--- src/rtl/uart_tx_feeder.sv ---
// Byte FIFO that drains into a UART controller register port, writing the TX data
// register only after a status poll reports the transmitter idle.
module uart_tx_feeder #(
  parameter int DEPTH = 16,
  parameter int AW    = $clog2(DEPTH)
) (
  input  logic          clk,
  input  logic          rst,
  input  logic [7:0]    in_data,
  input  logic          in_valid,
  output logic          in_ready,
  input  logic          enable,
  input  logic          flush,
  output logic [AW:0]   count,
  output logic          idle,
  output logic [3:0]    ctl_addr,
  output logic [31:0]   ctl_wdata,
  output logic          ctl_we,
  output logic          ctl_re,
  input  logic [31:0]   ctl_rdata
);

  localparam logic [AW:0] FULL_COUNT  = (AW+1)'(DEPTH);
  localparam logic [3:0]  ADDR_DATA   = 4'h0;
  localparam logic [3:0]  ADDR_STATUS = 4'h8;

  typedef enum logic [1:0] {
    S_IDLE,
    S_POLL,
    S_WAIT,
    S_WRITE
  } state_t;

  state_t          state_reg;
  logic [7:0]      mem [DEPTH];
  logic [AW-1:0]   wr_ptr_reg;
  logic [AW-1:0]   rd_ptr_reg;
  logic [AW:0]     count_reg;
  logic [AW:0]     count_next;
  logic            push;
  logic            pop;
  logic [3:0]      ctl_addr_reg;
  logic [31:0]     ctl_wdata_reg;
  logic            ctl_we_reg;
  logic            ctl_re_reg;
  logic            rdata_unused;

  // Only the busy flag of the status word matters here.
  assign rdata_unused = ^ctl_rdata[31:1];

  // in_ready depends on the occupancy register alone, never on this cycle's pop.
  assign in_ready = (count_reg != FULL_COUNT);
  assign push     = in_valid && in_ready && !flush;
  assign pop      = (state_reg == S_WRITE) && !flush;

  always_comb begin
    count_next = count_reg;
    unique case ({push, pop})
      2'b10:   count_next = count_reg + (AW+1)'(1);
      2'b01:   count_next = count_reg - (AW+1)'(1);
      default: count_next = count_reg;
    endcase
  end

  // Storage carries no reset so it can map onto plain RAM.
  always_ff @(posedge clk) begin
    if (push) begin
      mem[wr_ptr_reg] <= in_data;
    end
  end

  always_ff @(posedge clk or negedge rst) begin
    if (!rst) begin
      wr_ptr_reg <= '0;
      rd_ptr_reg <= '0;
      count_reg  <= '0;
    end else if (flush) begin
      wr_ptr_reg <= '0;
      rd_ptr_reg <= '0;
      count_reg  <= '0;
    end else begin
      if (push) begin
        wr_ptr_reg <= wr_ptr_reg + AW'(1);
      end
      if (pop) begin
        rd_ptr_reg <= rd_ptr_reg + AW'(1);
      end
      count_reg <= count_next;
    end
  end

  // Strobes and address are registered alongside the state so they reflect the
  // state being entered; head byte is captured on the way into WRITE.
  always_ff @(posedge clk or negedge rst) begin
    if (!rst) begin
      state_reg     <= S_IDLE;
      ctl_addr_reg  <= '0;
      ctl_wdata_reg <= '0;
      ctl_we_reg    <= 1'b0;
      ctl_re_reg    <= 1'b0;
    end else begin
      ctl_addr_reg  <= '0;
      ctl_wdata_reg <= '0;
      ctl_we_reg    <= 1'b0;
      ctl_re_reg    <= 1'b0;
      if (flush) begin
        state_reg <= S_IDLE;
      end else begin
        unique case (state_reg)
          S_IDLE: begin
            if (enable && (count_reg != '0)) begin
              state_reg    <= S_POLL;
              ctl_re_reg   <= 1'b1;
              ctl_addr_reg <= ADDR_STATUS;
            end
          end
          S_POLL: begin
            state_reg    <= S_WAIT;
            ctl_addr_reg <= ADDR_STATUS;
          end
          S_WAIT: begin
            if (!enable) begin
              state_reg <= S_IDLE;
            end else if (ctl_rdata[0]) begin
              state_reg    <= S_POLL;
              ctl_re_reg   <= 1'b1;
              ctl_addr_reg <= ADDR_STATUS;
            end else begin
              state_reg     <= S_WRITE;
              ctl_we_reg    <= 1'b1;
              ctl_addr_reg  <= ADDR_DATA;
              ctl_wdata_reg <= {24'h0, mem[rd_ptr_reg]};
            end
          end
          S_WRITE: begin
            state_reg <= S_IDLE;
          end
          default: begin
            state_reg <= S_IDLE;
          end
        endcase
      end
    end
  end

  assign count     = count_reg;
  assign idle      = (state_reg == S_IDLE) && (count_reg == '0);
  assign ctl_addr  = ctl_addr_reg;
  assign ctl_wdata = ctl_wdata_reg;
  assign ctl_we    = ctl_we_reg;
  assign ctl_re    = ctl_re_reg;

endmodule

--- config.mk ---
export PLATFORM = sky130hd
export DESIGN_NAME = uart_tx_feeder
export DESIGN_NICKNAME = d
export VERILOG_FILES = /design/src/rtl/uart_tx_feeder.sv
export SDC_FILE = /design/constraint.sdc
export NUM_CORES = 1
export LEC_CHECK = 0
export ABC_CLOCK_PERIOD_IN_PS = 4400
export BUFFER_PORTS_ARGS = -buffer_cell sky130_fd_sc_hd__buf_2
export CORE_ASPECT_RATIO = 0.5
export CORE_MARGIN = 5
export CORE_UTILIZATION = 50
export DETAILED_ROUTE_END_ITERATION = 7
export GPL_ROUTABILITY_DRIVEN = 0
export PLACE_DENSITY = 0.71
export SKIP_CTS_REPAIR_TIMING = 1
export SYNTH_ARGS = -nofsm -noshare
export SYNTH_HDL_FRONTEND = slang
export SYNTH_SLANG_ARGS = --single-unit
--- constraint.sdc ---
create_clock -name clk -period 4.4 [get_ports clk]
set_input_delay 0.88 -clock clk [delete_from_list [all_inputs] [get_ports clk]]
set_output_delay 0.88 -clock clk [all_outputs]
set_load 0.005 [all_outputs]
==> results of run 1 <==
logic make-up after synthesis:
logic type,synth area share [%]
buffers and inverters,5.42
AOI/OAI and AO/OA,3.88
muxes,13.9
and+or+nand+nor,6.18
DFF,68.3
adders and majority gates,1.33
other,0.0570
xor gates and xnor gates,0.932
worst max-delay path: stages (launching register included):
cell and delay [ns]:
dfrtp_1 0.50, nor4_4 0.49, a21oi_2 0.21, nor3_1 0.33
xor2_1 0.11, ha_1 0.23, or3_2 0.45, mux2i_1 0.14
mux2_2 0.34
cells in the mapped netlist, types with 2 or more instances:
master | instances | share of area (%)
buf_6 | 3 | 0.51
ha_1 | 7 | 1.3
o21ai_0 | 5 | 0.38
o22ai_1 | 9 | 0.86
nand2b_1 | 2 | 0.19
or3_1 | 2 | 0.19
edfxtp_1 | 128 | 58
nand3_1 | 3 | 0.23
a21boi_0 | 2 | 0.23
mux2i_1 | 18 | 2.7
inv_1 | 6 | 0.34
or2_2 | 2 | 0.19
buf_1 | 2 | 0.11
buf_2 | 5 | 0.38
buf_4 | 29 | 3.3
mux4_2 | 32 | 11
nor2b_1 | 3 | 0.29
nor2_1 | 30 | 1.7
xnor2_1 | 3 | 0.40
nor3_1 | 6 | 0.46
clkbuf_1 | 6 | 0.34
dfrtp_1 | 26 | 9.9
nor4_4 | 2 | 0.65
nand2_1 | 16 | 0.91
xor2_1 | 4 | 0.53
a21oi_1 | 6 | 0.46
clkbuf_8 | 2 | 0.42
path summary, 6_finish.rpt:
path	depth (start not counted)	end	from
worst min register to register	2	rd_ptr_reg[3]	rd_ptr_reg[3]
max in group asynchronous	1	rd_ptr_reg[0]	rst
min in group clk	2	rd_ptr_reg[3]	rd_ptr_reg[3]
worst max-delay path	8	count[2]	count[1]
worst max register to register	8	count[2]	count[1]
worst min-delay path	1	ctl_wdata[3]	rst
per-layer routing:
metal | global-route usage, % | vias to the layer above | wire length, um
li1 | - | 1504 | -
met4 | 4.12 | 0 | 144
met3 | 4.73 | 16 | 1220
met1 | 23.6 | 1711 | 5110
met5 | 0 | - | 0
met2 | 26.6 | 149 | 6200
power by group through the flow:
stage	logic, W	clock network [W]	registers [W]
6_report	0.000115	0.00138	0.00161
5_1_grt	0.000129	0.00147	0.00162
4_1_cts	0.000114	0.00140	0.00161
3_5_place_dp	0.000113	0	0.00164
3_3_place_gp	0.000110	0	0.00164
2_1_floorplan	0.0000927	0	0.00164
cell usage in the layout (no fill, tap or decap), drive strengths merged, types with 2 or more instances in the layout:
master and instances:
clkinvlp 3, nor4 3, edfxtp 128, mux2i 18, clkbuf 17, or3 3, xor2 4, a21oi 7
nor2b 3, buf 33, or2 2, o21ai 6, clkinv 7, inv 10, xnor2 3, nor2 30
nand3 3, nand2b 2, ha 7, nor3 6, dfrtp 26, and3 2, nand2 16, mux4 32
a21boi 2, conb 27, o22ai 10
final cells by class:
class                      count  share of cell area [%]
sequential                   154                    61.6
timing repair buffer          33                    2.33
tap                          170                    2.92
inverter                       6                   0.309
multi-input combinational    205                    25.0
clock buffer                  17                    5.83
clock inverter                15                    1.96
stage by stage:
| step | cell area, sq um | util [%] | power [W] | cells | hold WS, ns |
|---|---|---|---|---|---|
| 2_1_floorplan | 6680 | - | 0.00173 | 412 | 0.514 |
| 3_3_place_gp | 6730 | 52.7 | 0.00175 | 568 | 0.541 |
| 3_5_place_dp | 6730 | 52.7 | 0.00176 | 568 | 0.549 |
| 4_1_cts | 7290 | 57.1 | 0.00313 | 600 | 0.512 |
| 5_1_grt | 7290 | 57.1 | 0.00322 | 600 | 0.557 |
| 6_report | 7290 | 57.1 | 0.00311 | 600 | 0.508 |
==> run metrics, run 1 <==
Clk pwr share 44.4%; worst-path fanout max 9; Max Cap Violations 0; Initial DRT Pass Iterations 4; crit path launch type flip-flop; cell area after synthesis 0.00658 sq mm; DIE HEIGHT 91.1 um; drt via density 5.63; ys async rst share 16.9%; Initial Utilization 51.5%; drc violations 0; Synthesis Warnings 0; gr usage total 16.9%; vias in the first global route 3274; PwrDens 427 mW/mm^2; total wire length 12700 um; grt ovf 0; full die area 0.0157 sq mm; Gate power share 3.7%; final setup TNS 0 ns; FF-to-FF setup slack 1.48 ns; Ant. Diodes 0; num rows 29; post-route ant nets 0; Layout area overhead 10.9%; crit path DAT 3.23 ns; sequential share of power 51.9%; CTS tree done; Hold WC Path Type primary input to asynchronous set/reset pin; CTS Buf Count 17; Post-Synthesis Cells 386; CP required 4.70 ns; crit path time final 2.92 ns; slew of the pin with the lowest slew margin 1.12 ns; fin crit share 66.5%; sequential cell area 0.00450 sq mm; via count 3380; P_sw 0.000687 W; run status completed; Final Max Tran Viols 0; deepest level of the CTS H-tree 4; Root Buffer clkbuf_16; Layout Skew 0.0118 ns; Setup WS pre-CTS 1.33 ns; clock buffer depth 2; mean routed wirelength per cell 21.1 um; Sw Share 22.1%; share of layout cells above drive strength 1 25.6%; DIE WIDTH 172 um; relative slew slack 25.0%; LEAKAGE 2.53 nW; Multi-input gate area 0.00182 sq mm; final setup vio count 0; RSZ-0062 raised after global routing false; Post-synth EDFFs 128; Seq/Total Area, Yosys 68.3%; Core Area 0.0128 sq mm; Fmax 342 MHz; Synth Area per Inst 17.0 sq um; pin count of the biggest net entering global routing 36; detailed placement HPWL 7670 um; worst skew pair latency 0.42 ns; endpoint class of the critical path flip-flop; io pins 90; VDD IR-drop max 0.277 mV; post-synthesis register bit count 154; clk sinks 154; main flop type after synthesis edfxtp_1; number of flip-flops under the largest register name 128; fill count 963; post-route setup slack 1.48 ns; first-pass GRT wire length 19300 um; Nets 469; initial detailed-routing violation count 389; Unique masters post-synth 54; initial antenna violation count 0; type of the worst setup path flip-flop to flip-flop; clk slew on worst S/H paths 0.06 ns; # port buffers 31; cell-internal power 0.00242 W; Fin. Hold Viols 0
(Power assumes the default switching activity.)
==> inputs of run 2 (changes only) <==
--- a/config.mk
+++ b/config.mk
@@ -5,7 +5,8 @@
 export SDC_FILE = /design/constraint.sdc
 export NUM_CORES = 1
 export LEC_CHECK = 0
-export ABC_CLOCK_PERIOD_IN_PS = 4400
+export ABC_AREA = 1
+export ABC_CLOCK_PERIOD_IN_PS = 3000
 export BUFFER_PORTS_ARGS = -buffer_cell sky130_fd_sc_hd__buf_2
 export CORE_ASPECT_RATIO = 0.5
 export CORE_MARGIN = 5
==> constraint.sdc (replaced) <==
create_clock -name clk -period 3 [get_ports clk]
set_input_delay 0.6 -clock clk [delete_from_list [all_inputs] [get_ports clk]]
set_output_delay 0.6 -clock clk [all_outputs]
set_load 0.005 [all_outputs]
==> run 2 against run 1 <==
Final cell count is 33% higher. Flip-flop and latch count unchanged. Critical endpoint is now mem[6][7]. Utilization is 1.8 points higher. First-iteration DRC count decreased by 5.7%. Clock skew decreased by 0.0026 ns. Largest cell class unchanged. Highest routed layer unchanged. Wire length is 14% higher.
==> run metrics, run 2 <==
DIE WIDTH 174 um (+0.92%); Layout Skew 0.00921 ns (-0.00257 ns); RSZ-0062 raised after global routing false; clk slew on worst S/H paths 0.06 ns (about the same); count leader, synth edfxtp_1; initial detailed-routing violation count 367 (-5.7%); FF-to-FF setup slack 0.90 ns (-0.57 ns); Initial Utilization 52.1% (+0.57 points); vias in the first global route 4172 (+27%); drc violations 0 (unchanged); mean routed wirelength per cell 18.1 um (-14%); clock buffer depth 2 (unchanged); Seq/Total Area, Yosys 67.0% (-1.3 points); Worst path slowest cell nor2_1; Initial DRT Pass Iterations 6 (+2); LEAKAGE 2.98 nW (+18%); share of layout cells above drive strength 1 18.0% (-7.6 points); detailed placement HPWL 9110 um (+19%); initial antenna violation count 0 (unchanged); num rows 29 (unchanged); Max Cap Violations 0 (unchanged); CTS Buf Count 17 (unchanged); deepest level of the CTS H-tree 4 (unchanged); Synthesis Warnings 0 (unchanged); Layout area overhead 13.2%; Unique masters post-synth 40 (-26%); PwrDens 686 mW/mm^2 (+61%); worst-path fanout max 8 (-1); Nets 666 (+42%); relative slew slack 50.2% (+25 points); commonest non-fill, non-tap cell in the layout edfxtp_1; Commonest cells post-synth edfxtp_1, nand2_1, nor2_1, o21ai_0, inv_1; clk sinks 154 (unchanged); CP required 3.05 ns (-1.65 ns); Synth area leaders edfxtp_1, dfrtp_1, nand2_1; Worst R2R Path Depth 6 (-2); max incr delay on CP 0.60 ns (+0.10 ns); # port buffers 31 (unchanged); Post-Synthesis Cells 567 (+47%); Ant. Diodes 0 (unchanged); final setup vio count 0 (unchanged); crit path time final 2.10 ns (-0.826 ns); Core Area 0.0129 sq mm (+0.85%); worst r2r dst mem[6][7]; CTS tree done; DIE HEIGHT 91.9 um (+0.87%); Synth Area per Inst 11.8 sq um (-31%); slew of the pin with the lowest slew margin 0.744 ns (-0.381 ns); Yosys top cell by area edfxtp_1; via count 4339 (+28%); cell area after synthesis 0.00671 sq mm (+2.0%); full die area 0.0160 sq mm (+1.8%); endpoint class of the critical path flip-flop; number of flip-flops under the largest register name 128 (unchanged); crit-path cells nor2_2, nand3_4, nand2_4, nor2_1, nand2_1, nor2_1; main flop type after synthesis edfxtp_1; most frequent cells in the layout edfxtp_1, nand2_1, nor2_1, o21ai_0, inv_1; Hold WC Path Type primary input to asynchronous set/reset pin; Post-synth EDFFs 128 (unchanged); ys async rst share 16.9% (unchanged); VDD IR-drop max 0.501 mV (+81%); post-synthesis register bit count 154 (unchanged); Hold WS 0.213 ns (-0.295 ns); post-route ant nets 0 (unchanged); Root Buffer clkbuf_16; worst skew pair latency 0.42 ns (about the same); type of the worst setup path flip-flop to flip-flop; io pins 90 (unchanged); crit path from count[0]; run status completed; fill count 1004 (+4.3%); post-synth top area share 57.3% (-1.1 points); total wire length 14400 um (+14%); crit path launch type flip-flop; fin crit share 70.0% (+3.5 points); final core occ 58.9% (+1.8 points); first-pass GRT wire length 22900 um (+18%); drt via density 5.44 (-3.4%); pin count of the biggest net entering global routing 65 (+81%); Crit Reg-Reg Startpoint count[0]; Fmax 476 MHz (+39%); Fin. Hold Viols 0 (unchanged); Worst Setup EP mem[6][7]; gr usage total 18.7% (+1.8 points); CP most frequent cell nor2_1; crit path DAT 2.15 ns (-1.08 ns); Final Max Tran Viols 0 (unchanged); final setup TNS 0 ns (unchanged); grt ovf 0 (unchanged)
## run 2: cell families (layout without fill, tap and decap cells)
family / Yosys count / after routing / synth area share, %
and+or+nand+nor: 190 / 190 / 12.9
DFF: 154 / 154 / 67.0
AOI/OAI and AO/OA: 122 / 122 / 10.8
buffers and inverters: 92 / 126 / 7.80
adders and majority gates: 7 / 7 / 1.31
other: 1 / 27 / 0.0559
xor gates and xnor gates: 1 / 1 / 0.131
## run 2: critical path, delay by kind of cell (launching register included)
kind / cells / cell delay [ns]
flops: 1 / 0.46
simple gates: 6 / 1.26
## run 2: per-layer routing
| layer | track usage, % | vias up | part of all wire [%] | routed length, um |
|---|---|---|---|---|
| met5 | 0 | - | 0 | 0 |
| met4 | 6.06 | 0 | 2.0 | 292 |
| met3 | 4.97 | 24 | 8.9 | 1280 |
| met2 | 29.1 | 202 | 46 | 6570 |
| met1 | 26.0 | 2074 | 44 | 6280 |
| li1 | - | 2039 | - | - |
## run 2: worst min path at each step
stage                   from  slack, ns            end  cells past startpoint
2_1_floorplan            rst       0.30       count[0]                      0
3_3_place_gp   rd_ptr_reg[0]       0.54  rd_ptr_reg[0]                      1
3_5_place_dp   rd_ptr_reg[0]       0.55  rd_ptr_reg[0]                      1
4_1_cts                  rst       0.22         ctl_re                      1
5_1_grt                  rst       0.25   ctl_wdata[5]                      1
6_report                 rst       0.21         ctl_re                      1
## run 2: through the flow
stage	area (sq um)	instances	total power, W	worst slack (ns)
CTS	7590	797	0.00523	0.910
floorplan	6800	593	0.00294	0.893
finish	7590	797	0.00521	0.901
global route	7590	797	0.00543	0.718
global placement	6980	765	0.00305	0.795
detailed placement	6980	765	0.00307	0.756
## run 2: power by group
part	leakage [nW]	total (W)	switching (W)	internal, W
sequential	1.51	0.00239	0.0000343	0.00235
combinational	1.17	0.000649	0.000473	0.000176
clock	0.303	0.00217	0.000877	0.00129
## run 2: area by class of cell
cell class	instances	area (sq um)	area share [%]
flip-flops and latches	154	4500	59.2
clock buffers	19	453	5.97
inverters	41	166	2.19
repair buffers	53	320	4.22
clock inverters	13	154	2.03
multi-input cells	347	1790	23.5
well taps	170	213	2.80
